### src/rtl/regbank_writeback.sv
// Writeback stage feeding the register bank's toggle-triggered write port.
// Optional forwarding search enabled with `define REGBANK_WB_FORWARD_EN.
//
// state | meaning
// ------+---------------------------------------------------------------
// IDLE  | waiting for a FIFO entry; loads head addr/data when one exists
// SETUP | addr/data stable; toggles trigger, loads CPSR, pops the head
// HOLD  | addr/data held HOLD_CYCLES cycles after the trigger edge
module regbank_writeback #(
   parameter int DEPTH       = 4,
   parameter int HOLD_CYCLES = 1
) (
   input  logic        clk,
   input  logic        rst_n,
   input  logic        res_valid,
   output logic        res_ready,
   input  logic        res_wr_en,
   input  logic [3:0]  res_addr,
   input  logic [31:0] res_data,
   input  logic        res_cpsr_we,
   input  logic [31:0] res_cpsr,
   output logic        wb_trigger,
   output logic [3:0]  wb_addr,
   output logic [31:0] wb_data,
   output logic [31:0] cpsr_out,
   output logic        pc_wr,
   output logic [15:0] busy_mask,
   output logic        idle
`ifdef REGBANK_WB_FORWARD_EN
   ,
   input  logic [3:0]  fwd_addr,
   output logic        fwd_hit,
   output logic [31:0] fwd_data
`endif
);

   localparam int PW = $clog2(DEPTH);
   localparam int CW = PW + 1;
   localparam int HW = (HOLD_CYCLES > 1) ? $clog2(HOLD_CYCLES) : 1;
   localparam logic [CW-1:0] DEPTH_C   = CW'(DEPTH);
   localparam logic [HW-1:0] HOLD_LAST = HW'(HOLD_CYCLES - 1);

   typedef enum logic [1:0] {
      ST_IDLE  = 2'd0,
      ST_SETUP = 2'd1,
      ST_HOLD  = 2'd2
   } state_t;

   state_t         state_q, state_d;
   logic [PW-1:0]  wr_ptr_q, wr_ptr_d;
   logic [PW-1:0]  rd_ptr_q, rd_ptr_d;
   logic [CW-1:0]  count_q, count_d;
   logic           ready_q, ready_d;
   logic           trig_q, trig_d;
   logic           pc_wr_q, pc_wr_d;
   logic [3:0]     wb_addr_q, wb_addr_d;
   logic [31:0]    wb_data_q, wb_data_d;
   logic [31:0]    cpsr_q, cpsr_d;
   logic [HW-1:0]  hold_q, hold_d;

   logic           mem_wr_en_q   [DEPTH];
   logic [3:0]     mem_addr_q    [DEPTH];
   logic [31:0]    mem_data_q    [DEPTH];
   logic           mem_cpsr_we_q [DEPTH];
   logic [31:0]    mem_cpsr_q    [DEPTH];

   logic           push, pop;
   logic [DEPTH-1:0] valid;
   logic [PW-1:0]  offs;

   // Entries that neither write a register nor CPSR are dropped at the door.
   assign push = res_valid && ready_q && (res_wr_en || res_cpsr_we);

   always_comb begin
      valid = '0;
      offs  = '0;
      for (int i = 0; i < DEPTH; i++) begin
         offs     = PW'(i) - rd_ptr_q;
         valid[i] = ({1'b0, offs} < count_q);
      end
   end

   always_comb begin
      busy_mask = '0;
      for (int i = 0; i < DEPTH; i++) begin
         if (valid[i] && mem_wr_en_q[i]) begin
            busy_mask[mem_addr_q[i]] = 1'b1;
         end
      end
   end

`ifdef REGBANK_WB_FORWARD_EN
   logic [PW-1:0] fidx;

   // Walk oldest to newest so the entry nearest the tail wins.
   always_comb begin
      fwd_hit  = 1'b0;
      fwd_data = '0;
      fidx     = '0;
      for (int k = 0; k < DEPTH; k++) begin
         fidx = rd_ptr_q + PW'(k);
         if ((CW'(k) < count_q) && mem_wr_en_q[fidx] && (mem_addr_q[fidx] == fwd_addr)) begin
            fwd_hit  = 1'b1;
            fwd_data = mem_data_q[fidx];
         end
      end
   end
`endif

   always_comb begin
      state_d   = state_q;
      wb_addr_d = wb_addr_q;
      wb_data_d = wb_data_q;
      trig_d    = trig_q;
      pc_wr_d   = 1'b0;
      cpsr_d    = cpsr_q;
      hold_d    = hold_q;
      pop       = 1'b0;
      case (state_q)
         ST_IDLE: begin
            if (count_q != '0) begin
               wb_addr_d = mem_addr_q[rd_ptr_q];
               wb_data_d = mem_data_q[rd_ptr_q];
               state_d   = ST_SETUP;
            end
         end
         ST_SETUP: begin
            pop = 1'b1;
            if (mem_cpsr_we_q[rd_ptr_q]) begin
               cpsr_d = mem_cpsr_q[rd_ptr_q];
            end
            if (mem_wr_en_q[rd_ptr_q]) begin
               trig_d  = ~trig_q;
               pc_wr_d = (mem_addr_q[rd_ptr_q] == 4'hF);
               hold_d  = HOLD_LAST;
               state_d = ST_HOLD;
            end else begin
               state_d = ST_IDLE;
            end
         end
         ST_HOLD: begin
            if (hold_q == '0) begin
               state_d = ST_IDLE;
            end else begin
               hold_d = hold_q - HW'(1);
            end
         end
         default: state_d = ST_IDLE;
      endcase
   end

   always_comb begin
      wr_ptr_d = push ? wr_ptr_q + PW'(1) : wr_ptr_q;
      rd_ptr_d = pop  ? rd_ptr_q + PW'(1) : rd_ptr_q;
      case ({push, pop})
         2'b10:   count_d = count_q + CW'(1);
         2'b01:   count_d = count_q - CW'(1);
         default: count_d = count_q;
      endcase
      ready_d = (count_d != DEPTH_C);
   end

   always_ff @(posedge clk or negedge rst_n) begin
      if (!rst_n) begin
         state_q   <= ST_IDLE;
         wr_ptr_q  <= '0;
         rd_ptr_q  <= '0;
         count_q   <= '0;
         ready_q   <= 1'b1;
         trig_q    <= 1'b0;
         pc_wr_q   <= 1'b0;
         wb_addr_q <= '0;
         wb_data_q <= '0;
         cpsr_q    <= '0;
         hold_q    <= '0;
      end else begin
         state_q   <= state_d;
         wr_ptr_q  <= wr_ptr_d;
         rd_ptr_q  <= rd_ptr_d;
         count_q   <= count_d;
         ready_q   <= ready_d;
         trig_q    <= trig_d;
         pc_wr_q   <= pc_wr_d;
         wb_addr_q <= wb_addr_d;
         wb_data_q <= wb_data_d;
         cpsr_q    <= cpsr_d;
         hold_q    <= hold_d;
      end
   end

   // Payload storage needs no reset; validity comes from the count.
   always_ff @(posedge clk) begin
      if (push) begin
         mem_wr_en_q[wr_ptr_q]   <= res_wr_en;
         mem_addr_q[wr_ptr_q]    <= res_addr;
         mem_data_q[wr_ptr_q]    <= res_data;
         mem_cpsr_we_q[wr_ptr_q] <= res_cpsr_we;
         mem_cpsr_q[wr_ptr_q]    <= res_cpsr;
      end
   end

   assign res_ready  = ready_q;
   assign wb_trigger = trig_q;
   assign wb_addr    = wb_addr_q;
   assign wb_data    = wb_data_q;
   assign cpsr_out   = cpsr_q;
   assign pc_wr      = pc_wr_q;
   assign idle       = (count_q == '0) && (state_q == ST_IDLE);

endmodule

### config.mk
export PLATFORM = sky130hd
export DESIGN_NAME = regbank_writeback
export DESIGN_NICKNAME = d
export VERILOG_FILES = /design/src/rtl/regbank_writeback.sv
export SDC_FILE = /design/constraint.sdc
export NUM_CORES = 1
export LEC_CHECK = 0
export BUFFER_PORTS_ARGS = -buffer_cell sky130_fd_sc_hd__buf_2
export CAP_MARGIN = 10
export CORE_MARGIN = 1
export CORE_UTILIZATION = 55
export DETAILED_ROUTE_END_ITERATION = 8
export GPL_TIMING_DRIVEN = 0
export PLACE_DENSITY = 0.74
export REMOVE_ABC_BUFFERS = 1
export SETUP_SLACK_MARGIN = 0.02
export SLEW_MARGIN = 10
export SYNTH_ARGS = -nofsm -noshare
export SYNTH_HDL_FRONTEND = slang
export SYNTH_SLANG_ARGS = --single-unit
### constraint.sdc
create_clock -name clk -period 3.17 [get_ports clk]
set_input_delay 0.4755 -clock clk [delete_from_list [all_inputs] [get_ports clk]]
set_output_delay 0.4755 -clock clk [all_outputs]
set_load 0.01 [all_outputs]
==> summary.md <==
| Metric | Value |
|---|---|
| Fraction of final layout cells sized beyond drive strength 1 | 0.426 |
| Top Metal Used | met5 |
| MaxCap Viol Count | 0 |
| Crit. End Element | primary output |
| Area fraction in and, or, nand and nor cells after synthesis | 0.0453 |
| Syn Std Cell Area | 0.0141 mm^2 |
| Clock tree from TritonCTS | yes |
| Layout Nets | 985 |
| Hold-critical path depth | 1 |
| Global-route wire length before repair | 41.2 mm |
| Root buffer selected by CTS | clkbuf_16 |
| Commonest cells after routing, fill and taps aside | edfxtp_1 (280), buf_2 (158), dfrtp_1 (77), mux4_2 (70), mux2_2 (68) |
| H-tree levels | 2 |
| Min cycle time layout | a little over 3 ns |
| VDD IR max | 0.618 mV |
| Yosys warning total | 0 |
| Maximum buffer depth of the clock tree | 3 |
| Distinct cell type count after synthesis | 42 |
| Router iterations before antenna repair | 5 |
| Number of pins exceeding their max-slew limit in the final report | 0 |
| Critical-path top delay cell | dfrtp_4 |
| Antenna violations before repair | 4 |
| Via count of the first global-routing pass | 7460 |
| Worst r2r path cells | 6 |
| Fmax | 321 MHz |
| Worst slew slack as a fraction of its limit | 0.579 |
| Synth-to-layout area growth | 18.5% |
| Share of cell area taken by muxes after synthesis | 0.166 |
| Number of failing hold endpoints at the final stage | 0 |
| Overall power after layout | 15900 uW |
| Worst-path maximum fanout | 15 |
| Number of buffers added by the clock tree synthesis step | 37 |
| Wire length per cell after detailed routing | 21.0 um |
| HP Class | in2reg |
| Combined buffer and inverter count along the critical path | 3 |
| Row cnt | 58 |
| Hold Startpoint | res_cpsr[4] |
| Via Count | 7227 |
| Clock Skews | 0.0228 ns |
| Xor/xnor cell area share of the yosys netlist | 0.00496 |
| Area of the die | 0.0263 mm^2 |
| Setup TNS after final layout | 0 ns |
| Worst stage delay on the critical path | about 0.50 ns |
| Count of boundary I/O pins | 161 |
| Remaining antenna violation count | 0 |
| EDFF count, synth | 280 |
| Complex-gate fraction of the synthesized area | 0.0189 |
| Mean instance size in the synthesized netlist | 20.0 um^2 |
| Final Util | 0.665 |
| Worst slew pin tran | 0.631 ns |
| Sum of met3 wire segment lengths after detailed routing | 1.88 mm |
| Share of the clock period used by the worst path | 0.982 |
| Total detailed-routing wirelength | 26.5 mm |
| Final setup violation count | 0 |
| Slack of the worst reg-to-reg path | 0.75 ns |
| Count of placed standard cells in the final layout, fillers left out | around 1300 |
| Number of vias per cell | ~5.7 |
| Die X | 162 um |
| Worst skew pair latency | around 0.52 ns |
| Starting density of the core | 0.561 |
| Clock slew at the register clock pins of the worst setup and hold paths | 0.06 ns |
| Arrival time of data at the critical path endpoint | 2.64 ns |
| Total Routing Usage GR | 0.208 |
| Smallest hold slack | 0.167 ns |
| Type of the setup path with the least slack | reg2out |
| Pin count of the biggest net entering global routing | 50 |
| Total routed wire length on the met1 layer | 10.7 mm |
| Worst endpoint required time | 2.69 ns |
| Final global-route overflow total | 0 |
| Startpoint type of the worst setup path | flop |
| Number of placed cells counting well taps | 1181 |
| RSZ-0062 raised after global routing | yes |
| Height of the chip | 162 um |
| Power per cell area | roughly 950 mW/mm^2 |
| Number of sinks driven by the clock tree | 360 |
| Largest family of logic cells by synthesized area | multiplexers |
| Synthesis-stage register bit count | 360 |
| Startpoint of the worst-slack reg-to-reg timing path | rd_ptr_q[1] |
| Starting DRC count in detailed routing | between 500 and 600 |
| Capture instance of the worst register-to-register path | cpsr_out[2] |
| Static Leakage | ~0.006 uW |
| Most used DFF post-synth | edfxtp_1 |
| Half-perimeter wire length of the detailed placement result | 15.8 mm |
| Largest delay contributor family on the critical path | flip-flops |
| Routability congestion estimate | a little under 0.9 |
| Sequential cell area fraction in the yosys report | 0.737 |
| Number of remaining DRC errors | 0 |
| Quantity of I/O buffers inserted on ports | 160 |
| Leading cell type in the layout, fill and taps excluded | edfxtp_1 |
| Cell chain of the critical path | xor2_2 > inv_1 > ha_1 > nand2b_1 > o221ai_4 > buf_12 > o22ai_1 > or3_1 > buf_2 |
| Fraction of synthesis flops using an asynchronous set or reset pin | 0.222 |
| Std-Cell Core Area | 0.0252 mm^2 |
| Wire length on met2 | 13.4 mm |
| Cell count after synthesis | 707 |
| Result of the run | completed |
| Min-Delay Endpoint | mem_cpsr_q[0][4] |
| Area share of fa/ha/maj cells after synthesis | 0.00939 |
## what timing repair did
item / 4_1_cts / 5_1_grt
hold endpoints to repair: 31 / 0
buffers inserted: 11 / 0
setup endpoints to repair: 16 / 13
pin swaps: 2 / 0
gates resized for setup: 0 / 7
hold buffers: 1 / 0
## cell type report
cell class	instances	area, um^2
fillers	1665	8450
flip-flops and latches	360	10400
clock inverters	19	145
diodes	2	5.00
multi-input cells	310	3500
clock buffers	49	1030
repair buffers	181	1170
inverters	12	45.0
well taps	330	413
## power by group
part,internal (uW),switching [uW]
logic,2620,2550
clock network,2390,1710
registers,6230,453
total,11200,4710
## registers in the layout, indices dropped and copies added, names as in the netlist
name / count
count_q: 3
cpsr_out: 32
mem_addr_q: 16
mem_cpsr_q: 128
mem_cpsr_we_q: 4
mem_data_q: 128
mem_wr_en_q: 4
pc_wr: 1
rd_ptr_q: 2
res_ready: 1
state_q: 2
wb_addr: 4
wb_data: 32
wb_trigger: 1
wr_ptr_q: 2
## cell usage after synthesis (2+ instances only)
cell type / instances / share of area
nor3_1: 11 / 0.0039
nand4_1: 6 / 0.0027
inv_1: 12 / 0.0032
mux2_2: 68 / 0.054
xnor2_1: 4 / 0.0025
nor2b_1: 11 / 0.0049
buf_6: 12 / 0.0096
or3_1: 10 / 0.0044
nand2b_1: 7 / 0.0031
o2111ai_1: 4 / 0.0025
o221ai_4: 2 / 0.0037
nand2_1: 27 / 0.0072
nor2_1: 17 / 0.0045
and2_1: 5 / 0.0022
o21ai_0: 2 / 0.00071
xor2_1: 4 / 0.0025
or2_2: 6 / 0.0027
and2b_2: 2 / 0.0012
buf_1: 2 / 0.00053
nand3_1: 13 / 0.0046
edfxtp_1: 280 / 0.60
o22ai_1: 21 / 0.0093
ha_1: 9 / 0.0080
mux4_2: 70 / 0.11
dfrtp_1: 79 / 0.14
buf_4: 3 / 0.0016
clkbuf_1: 5 / 0.0013
## routing by layer
layer / vias to the layer above / global-route usage
li1: 3226 / -
met1: 3694 / 0.267
met2: 263 / 0.354
met3: 40 / 0.0564
met4: 4 / 0.0480
met5: - / 0
## worst max path at each step
stage,from,end,slack [ns],depth (start not counted)
after floorplan,rd_ptr_q[0],busy_mask[2],-1.62,6
after global placement,rd_ptr_q[0],cpsr_out[16],-3.52,3
after detailed placement,rd_ptr_q[0],busy_mask[15],0.16,8
after CTS,rd_ptr_q[1],busy_mask[7],0.06,9
after global routing,rd_ptr_q[0],busy_mask[7],-0.03,9
final,rd_ptr_q[0],busy_mask[7],0.06,9
## cell families (layout without fill, tap and decap cells)
kind of cell,count (synthesis),count (layout)
xor+xnor,8,8
flops,360,360
mux,138,138
buf+inv,37,261
other cells,0,2
compound gates,33,33
simple gates,121,121
fa+ha+maj,10,10
## through the flow
stage	instance area, um^2	setup slack (ns)
2_1_floorplan	13900	-1.62
3_3_place_gp	15100	-3.52
3_5_place_dp	15400	0.162
4_1_cts	16700	0.0610
5_1_grt	16700	-0.0298
6_report	16700	0.0584
Note: power is estimated with default switching activity, not from simulation.
